<file path="src/rtl/apb2axi_pkg.sv">
// Shared AXI constants and the read-directory entry layout for the APB-to-AXI bridge.
package apb2axi_pkg;

  localparam int AXI_ID_W   = 4;
  localparam int AXI_ID_NUM = 2 ** AXI_ID_W;
  localparam int AXI_ADDR_W = 32;
  localparam int AXI_DATA_W = 32;

  localparam logic [1:0] AXI_RESP_OKAY   = 2'b00;
  localparam logic [1:0] AXI_RESP_EXOKAY = 2'b01;
  localparam logic [1:0] AXI_RESP_SLVERR = 2'b10;
  localparam logic [1:0] AXI_RESP_DECERR = 2'b11;

  localparam logic [1:0] AXI_BURST_INCR = 2'b01;

  typedef struct packed {
    logic [AXI_ID_W-1:0]   tag;
    logic [AXI_ADDR_W-1:0] addr;
    logic [7:0]            len;
    logic [2:0]            size;
  } directory_entry_t;

  localparam int REQ_WIDTH = $bits(directory_entry_t);

endpackage

</file>
<file path="src/rtl/apb2axi_rd_tag_tracker.sv">
// In-flight tag bitmap, per-tag error accumulation, outstanding count and completion pulse.
// APB2AXI_RD_BEAT_CHECK_EN adds per-tag beat counters that catch early or missing rlast.
module apb2axi_rd_tag_tracker
  import apb2axi_pkg::*;
#(
  parameter int MAX_OUTSTANDING = 4,
  parameter int OUT_W           = $clog2(MAX_OUTSTANDING + 1)
`ifdef APB2AXI_RD_BEAT_CHECK_EN
  , parameter int LEN_W         = 4
`endif
) (
  input  logic                  aclk,
  input  logic                  aresetn,
  input  logic                  pop,
  input  logic [AXI_ID_W-1:0]   pop_tag,
`ifdef APB2AXI_RD_BEAT_CHECK_EN
  input  logic [LEN_W-1:0]      pop_len,
`endif
  input  logic                  r_accept,
  input  logic [AXI_ID_W-1:0]   r_id,
  input  logic                  r_err,
  input  logic                  r_last,
  output logic [AXI_ID_NUM-1:0] inflight,
  output logic [OUT_W-1:0]      outstanding,
  output logic                  cmpl_valid,
  output logic [AXI_ID_W-1:0]   cmpl_tag,
  output logic                  cmpl_err,
  output logic                  unexp_id
);

  localparam logic [OUT_W-1:0] CNT_ONE = OUT_W'(1);

  logic [AXI_ID_NUM-1:0] err_acc;
  logic                  r_hit;
  logic                  complete;
  logic                  beat_err;
  logic                  err_now;

  assign r_hit = r_accept && inflight[r_id];

`ifdef APB2AXI_RD_BEAT_CHECK_EN
  localparam logic [LEN_W:0] ONE_BEAT = (LEN_W + 1)'(1);

  logic [LEN_W:0] beats_left [AXI_ID_NUM];
  logic           final_beat;

  assign final_beat = (beats_left[r_id] == ONE_BEAT);
  // Early rlast and a missing rlast on the last expected beat both end the read as an error.
  assign beat_err   = (final_beat != r_last);
  assign complete   = r_hit && (r_last || final_beat);

  // NOTE: beats_left is a storage array loaded at every pop before it is ever read,
  // so it carries no reset; only state observable after reset is reset.
  always_ff @(posedge aclk) begin
    if (r_hit && !complete)
      beats_left[r_id] <= beats_left[r_id] - ONE_BEAT;
    if (pop)
      beats_left[pop_tag] <= (LEN_W + 1)'(pop_len) + ONE_BEAT;
  end
`else
  assign beat_err = 1'b0;
  assign complete = r_hit && r_last;
`endif

  assign err_now = err_acc[r_id] | r_err | beat_err;

  always_ff @(posedge aclk) begin
    if (!aresetn) begin
      inflight    <= '0;
      err_acc     <= '0;
      outstanding <= '0;
      cmpl_valid  <= 1'b0;
      cmpl_tag    <= '0;
      cmpl_err    <= 1'b0;
      unexp_id    <= 1'b0;
    end else begin
      cmpl_valid <= complete;
      if (complete) begin
        inflight[r_id] <= 1'b0;
        err_acc[r_id]  <= 1'b0;
        cmpl_tag       <= r_id;
        cmpl_err       <= err_now;
      end else if (r_hit) begin
        err_acc[r_id] <= err_acc[r_id] | r_err;
      end
      // A pop on the tag completing this cycle wins, leaving it in flight.
      if (pop)
        inflight[pop_tag] <= 1'b1;

      case ({pop, complete})
        2'b10:   outstanding <= outstanding + CNT_ONE;
        2'b01:   outstanding <= outstanding - CNT_ONE;
        default: outstanding <= outstanding;
      endcase

      if (r_accept && !inflight[r_id])
        unexp_id <= 1'b1;
    end
  end

endmodule

</file>
<file path="src/rtl/apb2axi_read_engine.sv">
// Read engine: pops directory entries, issues AXI AR bursts, forwards R beats, emits completions.
// Optional build macro APB2AXI_RD_BEAT_CHECK_EN enables per-tag beat-count checking.
module apb2axi_read_engine
  import apb2axi_pkg::*;
#(
  parameter int FIFO_ENTRY_W    = REQ_WIDTH,
  parameter int LEN_W           = 4,
  parameter int MAX_OUTSTANDING = 4,
  localparam int OUT_W          = $clog2(MAX_OUTSTANDING + 1)
) (
  input  logic                  aclk,
  input  logic                  aresetn,
  input  logic                  rd_pop_valid,
  input  logic [FIFO_ENTRY_W-1:0] rd_pop_data,
  output logic                  rd_pop_ready,
  output logic [AXI_ID_W-1:0]   arid,
  output logic [AXI_ADDR_W-1:0] araddr,
  output logic [LEN_W-1:0]      arlen,
  output logic [2:0]            arsize,
  output logic [1:0]            arburst,
  output logic                  arlock,
  output logic [3:0]            arcache,
  output logic [2:0]            arprot,
  output logic                  arvalid,
  input  logic                  arready,
  input  logic [AXI_ID_W-1:0]   rid,
  input  logic [AXI_DATA_W-1:0] rdata,
  input  logic [1:0]            rresp,
  input  logic                  rlast,
  input  logic                  rvalid,
  output logic                  rready,
  output logic                  rd_data_valid,
  output logic [AXI_ID_W-1:0]   rd_data_tag,
  output logic [AXI_DATA_W-1:0] rd_data,
  output logic [1:0]            rd_data_resp,
  output logic                  rd_data_last,
  input  logic                  rd_data_ready,
  output logic                  rd_cmpl_valid,
  output logic [AXI_ID_W-1:0]   rd_cmpl_tag,
  output logic                  rd_cmpl_err,
  output logic [OUT_W-1:0]      rd_outstanding,
  output logic                  rd_unexp_id
);

  localparam logic [OUT_W-1:0] MAX_CNT = OUT_W'(MAX_OUTSTANDING);

  directory_entry_t      entry;
  logic                  pop;
  logic [AXI_ID_NUM-1:0] inflight;

  assign entry = directory_entry_t'(rd_pop_data);

  // Held low during reset so the FIFO never sees a handshake while tracking is cleared.
  assign rd_pop_ready = aresetn && (!arvalid || arready) && (rd_outstanding < MAX_CNT)
                        && !inflight[entry.tag];
  assign pop = rd_pop_valid && rd_pop_ready;

  assign arlock  = 1'b0;
  assign arcache = 4'b0011;
  assign arprot  = 3'b000;

  // NOTE: registered state is written with <= so every flop samples pre-edge values.
  always_ff @(posedge aclk) begin
    if (!aresetn) begin
      arvalid <= 1'b0;
      arid    <= '0;
      araddr  <= '0;
      arlen   <= '0;
      arsize  <= '0;
      arburst <= '0;
    end else if (pop) begin
      arvalid <= 1'b1;
      arid    <= entry.tag;
      araddr  <= entry.addr;
      arlen   <= LEN_W'(entry.len);
      arsize  <= entry.size;
      arburst <= AXI_BURST_INCR;
    end else if (arready) begin
      arvalid <= 1'b0;
    end
  end

  assign rd_data_valid = rvalid;
  assign rd_data_tag   = rid;
  assign rd_data       = rdata;
  assign rd_data_resp  = rresp;
  assign rd_data_last  = rlast;
  assign rready        = rd_data_ready;

  apb2axi_rd_tag_tracker #(
    .MAX_OUTSTANDING (MAX_OUTSTANDING),
    .OUT_W           (OUT_W)
`ifdef APB2AXI_RD_BEAT_CHECK_EN
    , .LEN_W         (LEN_W)
`endif
  ) u_tag_tracker (
    .aclk        (aclk),
    .aresetn     (aresetn),
    .pop         (pop),
    .pop_tag     (entry.tag),
`ifdef APB2AXI_RD_BEAT_CHECK_EN
    .pop_len     (LEN_W'(entry.len)),
`endif
    .r_accept    (rvalid && rd_data_ready),
    .r_id        (rid),
    .r_err       (rresp[1]),
    .r_last      (rlast),
    .inflight    (inflight),
    .outstanding (rd_outstanding),
    .cmpl_valid  (rd_cmpl_valid),
    .cmpl_tag    (rd_cmpl_tag),
    .cmpl_err    (rd_cmpl_err),
    .unexp_id    (rd_unexp_id)
  );

endmodule

</file>
<file path="config.mk">
export PLATFORM = sky130hd
export DESIGN_NAME = apb2axi_read_engine
export DESIGN_NICKNAME = d
export VERILOG_FILES = /design/src/rtl/apb2axi_pkg.sv /design/src/rtl/apb2axi_rd_tag_tracker.sv /design/src/rtl/apb2axi_read_engine.sv
export SDC_FILE = /design/constraint.sdc
export NUM_CORES = 1
export LEC_CHECK = 0
export BUFFER_PORTS_ARGS = -buffer_cell sky130_fd_sc_hd__buf_2
export CAP_MARGIN = 20
export CORE_MARGIN = 3
export CORE_UTILIZATION = 48
export CTS_BUF_LIST = sky130_fd_sc_hd__clkbuf_4
export DETAILED_ROUTE_END_ITERATION = 8
export HOLD_SLACK_MARGIN = 0.06
export PLACE_DENSITY = 0.9
export SKIP_CTS_REPAIR_TIMING = 1
export SLEW_MARGIN = 20
export SYNTH_ARGS = -nofsm -noshare
export SYNTH_HDL_FRONTEND = slang
export SYNTH_SLANG_ARGS = --single-unit
</file>
<file path="constraint.sdc">
create_clock -name aclk -period 4.1 [get_ports aclk]
set_input_delay 0.615 -clock aclk [delete_from_list [all_inputs] [get_ports aclk]]
set_output_delay 0.615 -clock aclk [all_outputs]
set_load 0.02 [all_outputs]
</file>
==> results of run 1 <==
layout make-up:
type                            count  area (um^2)
Fill cell                         779         3770
Tap cell                          105          131
Timing Repair Buffer              122          621
Clock buffer                        9         67.6
Sequential cell                    87         1740
Clock inverter                      7         78.8
Inverter                            6         22.5
Multi-Input combinational cell    333         1990
flip-flops by register name (all words and copies together), names as in the netlist, 3 cells and up:
register	count
u_tag_tracker.outstanding	3
u_tag_tracker.err_acc	16
arid	4
araddr	32
arsize	3
u_tag_tracker.cmpl_tag	4
u_tag_tracker.inflight	16
arlen	4
metal layers:
metal  global-route usage [%]  routed length [um]
met3                     4.93                 947
met5                        0                   0
met4                     8.19                 199
met1                     23.9                3980
met2                     35.6                5310
through the flow:
step | util (%) | area [um^2]
detailed placement | 53.5 | 4510
CTS | 55.3 | 4660
global route | 55.3 | 4660
finish | 55.3 | 4660
floorplan | - | 4300
global placement | 53.5 | 4510
power breakdown:
group | total, W | internal [W] | leakage, nW | switching [W]
sequential | 0.000910 | 0.000888 | 0.711 | 0.0000225
combinational | 0.000274 | 0.0000932 | 1.27 | 0.000181
clock | 0.000504 | 0.000193 | 0.0749 | 0.000311
synthesized netlist by cell type (3+ instances only):
library cell,instances,area [um^2]
nand2b_1,4,25.0
buf_4,53,398
o21ai_0,27,135
nor3_1,6,30.0
a21oi_1,9,45.0
buf_2,11,55.1
and3_1,4,25.0
o22ai_1,5,31.3
clkbuf_1,16,60.1
nor2_1,15,56.3
nand4_1,5,31.3
inv_1,6,22.5
mux2_2,10,113
nand3_1,15,75.1
nor3b_1,3,22.5
mux2i_1,17,170
o21ai_1,20,100
nand2_1,123,462
nor2b_1,7,43.8
dfxtp_1,87,1740
and2_1,5,31.3
a32o_1,16,160
mux4_2,8,180
cell families after synthesis:
kind of cell	count (synthesis)	synth area share (%)
and+or+nand+nor	199	21.0
buffers and inverters	90	13.3
DFF	87	40.7
AOI/OAI and AO/OA	86	12.8
muxes	35	10.8
adders and majority gates	2	0.761
other	2	0.176
xor gates and xnor gates	2	0.410
worst register-to-register path, cell delays in order, from the launching register on:
cell and delay, ns:
dfxtp_1 0.36, mux4_2 0.53, and4_1 0.28, nor2_1 0.14
buf_4 0.17, nand2_1 0.07, ha_1 0.24, inv_1 0.07
fa_1 0.19, xor2_1 0.07, or3_1 0.30, a21oi_1 0.13
worst max path at each step:
stage	from	endpoint	depth (start not counted)	slack (ns)
finish	rd_pop_data[43]	rd_pop_ready	5	1.10
global route	rd_pop_data[43]	rd_pop_ready	5	1.03
CTS	rd_pop_data[43]	rd_pop_ready	5	1.11
detailed placement	rid[0]	u_tag_tracker.outstanding[2]	12	0.78
global placement	rid[0]	u_tag_tracker.outstanding[2]	12	0.88
floorplan	rd_pop_data[43]	u_tag_tracker.outstanding[2]	13	0.85
==> flow_summary.yaml, run 1 <==
flow_run:
  maxCapViolations: 0
route:
  antenna_left: 0
  num_vias: 3660
  viasPerCell: 5.47
  drc_errors: 0
  drt-total-wl_um: 10400
  wl_per_cell_um: 15.6
  drt-initial-drc-count: 183
  dr.pass1.iters: 5
timing:
  finalSetupViolCount: 0
  rsz0062_at_grt: "false"
  finalCritPeriodShare_pct: 73.1
  fin_skew_ns: 0.0255
  fin_ws_ns: 1.10
  setup_tns_ns: 0
  fin_crit_ns: 3.00
  hold_viol: 0
  slew_viol_final: 0
  tightest_slew_ns: 0.781
  slew_headroom_pct: 47.9
  fmax_mhz: 334
  whs_ns: 0.359
cts:
  cts_tree: "built"
  clk_latency_ns: 0.43
  cts_root_buf: "clkbuf_4"
  htree_levels: 3
  clockBufferDepth: 2
  cts.sinks: 87
  cts_made_buffers: 9
  clkSlewWorstSetupHoldPaths_ns: 0.16
floorplan:
  die_w_um: 100
  num_rows: 33
  io_pins: 198
  core_area_mm2: 0.00842
  die_y_um: 100
  initial_core_util_pct: 50.8
  die_area_mm2: 0.0101
worst_setup_path:
  cp_top_family: "multiplexers"
  end_kind: "primary output"
  cp-start-kind: "input pin"
  r2r_cells: 11
  crit_required_ns: 3.48
  reg2reg_from: "u_tag_tracker.inflight[15]"
  critical_path_class: "input pin to primary output"
  crit_fanout: 9
  r2r_setup_slack_ns: 1.48
  reg2reg_to: "u_tag_tracker.outstanding[2]"
  max_stage_delay_ns: 0.58
  slowest_stage: "mux4_2"
  cp_cell_sequence: "buf_2 -> mux4_2 -> mux4_2 -> nor4_1 -> buf_2"
  worst-path-buf-inv: 2
  cp.arrival_ns: 2.38
grt:
  antenna_found_initial: 0
  grt_max_degree: 86
  grt_pass1_wl_um: 16600
  grt_overflow: 0
  track_usage_pct: 20.4
  grt_pass1_vias: 3545
run_status:
  status: "finished, final reports clean"
synth:
  synth_seq_area_share_pct: 40.7
  synth-edff-count: 0
  syn_avg_cell_area_um2: 8.50
  ys_ff_latch: 87
  synth.distinct_cells: 47
  synthesis.area_mm2: 0.00428
  synth-warning-count: 0
  synth_top_flop_cell: "dfxtp_1"
  postSynthCellCount: 503
  synthArstFlopShare_pct: 0
final_layout:
  finalNonFillerCells: 669
  n_antenna_cell: 0
  areaGrowthSynthToFinish_pct: 8.86
  fin_nets: 653
  drive_above_1_share_pct: 28.2
  final_common_cell: "nand2_1"
  layout_common_cells: "123 x nand2_1, 118 x buf_2, 87 x dfxtp_1"
min_path:
  hold_start: "rd_pop_data[32]"
  min_to: "araddr[21]"
  hold_path_depth: 3
  hp-class: "input pin to flip-flop"
place:
  io_buffers: 118
  dp_hpwl_um: 7820
  dp.cells: 653
  place_ws_ns: 0.777
  gp_congestion: 0.812
power_and_ir_drop:
  power_w: 0.00169
  vdd_ir_drop_max_mv: 0.179
  leakagePower_nw: 2.06
  power.density_mw_per_mm2: 363
(Power assumes the default switching activity.)
==> run 2, diff against run 1 <==
Settings changed: CORE_UTILIZATION 48 to 44, PLACE_DENSITY 0.9 to 0.87.
Clock period 4.1 ns to 2.5 ns, I/O delays scaled along.
==> run 2 against run 1 <==
Net effect: the run now ends with setup timing left; hold slack lost 0.26 ns; critical path depth is the same; final cell count grew 6.9%; largest cell class unchanged.
==> flow_summary.yaml, run 2 (same netlist as run 1, synthesis figures left out) <==
floorplan:
  io_pins: 198
  core_area_mm2: 0.00933
  die_w_um: 105
  num_rows: 35
  die_area_mm2: 0.0109
  die_y_um: 105
  initial_core_util_pct: 45.8
cts:
  cts_made_buffers: 9
  htree_levels: 3
  clk_latency_ns: 0.45
  clockBufferDepth: 2
  clkSlewWorstSetupHoldPaths_ns: 0.17
  cts_tree: "built"
  cts.sinks: 87
  cts_root_buf: "clkbuf_4"
timing:
  fin_ws_ns: -0.154
  slew_headroom_pct: 48.7
  fin_crit_ns: 2.65
  rsz0062_at_grt: "true"
  finalCritPeriodShare_pct: 106
  hold_viol: 0
  fin_skew_ns: 0.0273
  tightest_slew_ns: 0.770
  slew_viol_final: 0
  fmax_mhz: 377
  finalSetupViolCount: 23
min_path:
  hold_start: "rd_pop_data[38]"
  hp-class: "input pin to flip-flop"
power_and_ir_drop:
  vdd_ir_drop_max_mv: 0.243
  comb_power_share_pct: 16.8
  switching_share_pct: 30.7
  power_w: 0.00280
  p_sw_w: 0.000860
  power.internal_w: 0.00194
  leakagePower_nw: 2.18
  power_frac_seq_pct: 53.3
  power.density_mw_per_mm2: 573
  p_clk_share_pct: 29.9
worst_setup_path:
  slowest_stage: "mux4_2"
  cp-start-kind: "flip-flop"
  reg2reg_from: "u_tag_tracker.inflight[7]"
  end_kind: "primary output"
  critical_path_class: "flip-flop to primary output"
  max_stage_delay_ns: 0.51
  cp_cell_sequence: "mux4_2 -> mux4_2 -> buf_4 -> nor4_2 -> buf_4"
  crit_fanout: 3
  worst-path-buf-inv: 2
  cp_top_family: "multiplexers"
  crit_start: "u_tag_tracker.inflight[7]"
  crit_required_ns: 2.12
  cp.arrival_ns: 2.28
final_layout:
  reg_top3: "araddr: 32 flops, u_tag_tracker.err_acc: 16 flops, u_tag_tracker.inflight: 16 flops"
  n_antenna_cell: 0
  design_area_mm2: 0.00489
  largest_register_ffs: 32
  largest_register: "araddr"
  fin_nets: 675
  final_common_cell: "nand2_1"
  areaGrowthSynthToFinish_pct: 14.3
  fillerInstances: 838
  drive_above_1_share_pct: 32.3
  layout_common_cells: "123 x nand2_1, 117 x buf_2, 86 x dfxtp_1"
grt:
  grt_pass1_vias: 3608
  track_usage_pct: 19.1
  grt_max_degree: 86
  grt_pass1_wl_um: 17500
  antenna_found_initial: 0
  grt_overflow: 0
place:
  placed_area_mm2: 0.00471
  io_buffers: 118
  dp_hpwl_um: 8180
  place_ws_ns: -0.362
  gp_congestion: 0.861
route:
  viasPerCell: 5.29
  dr.pass1.iters: 5
  drt-total-wl_um: 10800
  drt-initial-drc-count: 292
  antenna_left: 0
  num_vias: 3782
  drc_errors: 0
  wl_per_cell_um: 15.0
flow_run:
  maxCapViolations: 0
run_status:
  status: "finished with violations"
  violations: "setup timing"
-- run 2: metal layers --
layer  global-route usage, %  wire, um  vias to the layer above
met1                    23.2      4220                     1731
met5                       0         0                        -
met2                    32.8      5370                      212
met4                    6.75       212                        0
met3                    4.69       962                       21
li1                        -         -                     1818
-- run 2: final timing paths --
check | end | slack (ns) | cells past startpoint
max | rd_pop_ready | -0.15 | 5
min | araddr[27] | 0.1 | 3
max reg2reg | u_tag_tracker.outstanding[2] | -0.10 | 11
min reg2reg | araddr[7] | 0.45 | 2
-- run 2: power by group through the flow --
stage	clock network [W]	registers, W	logic, W
floorplan	0	0.00160	0.000321
global placement	0	0.00152	0.000453
detailed placement	0	0.00152	0.000467
CTS	0.000854	0.00149	0.000468
global route	0.000908	0.00150	0.000513
finish	0.000836	0.00149	0.000471
-- run 2: tightest hold or removal path, stage by stage --
cell,delay [ns]
buf_2,0.07
nand2_1,0.03
o21ai_0,0.05
-- run 2: area by class of cell --
cell class / count / area (um^2) / share of cell area [%]
tap: 129 / 161 / 3.30
clock buffer: 9 / 67.6 / 1.38
multi-input combinational: 333 / 2020 / 41.3
sequential: 87 / 1740 / 35.7
timing repair buffer: 144 / 792 / 16.2
clock inverter: 7 / 78.8 / 1.61
inverter: 6 / 25.0 / 0.512
-- run 2: through the flow --
| stage | hold slack (ns) | TNS, ns | util (%) | cells |
|---|---|---|---|---|
| 6_report | 0.0998 | -0.706 | 52.4 | 715 |
| 5_1_grt | 0.0968 | -8.23 | 52.4 | 715 |
| 4_1_cts | 0.0882 | -0.332 | 52.1 | 714 |
| 3_5_place_dp | 0.437 | -11.41 | 50.5 | 698 |
| 3_3_place_gp | 0.433 | -7.72 | 50.5 | 698 |
| 2_1_floorplan | 0.435 | -0.786 | - | 510 |
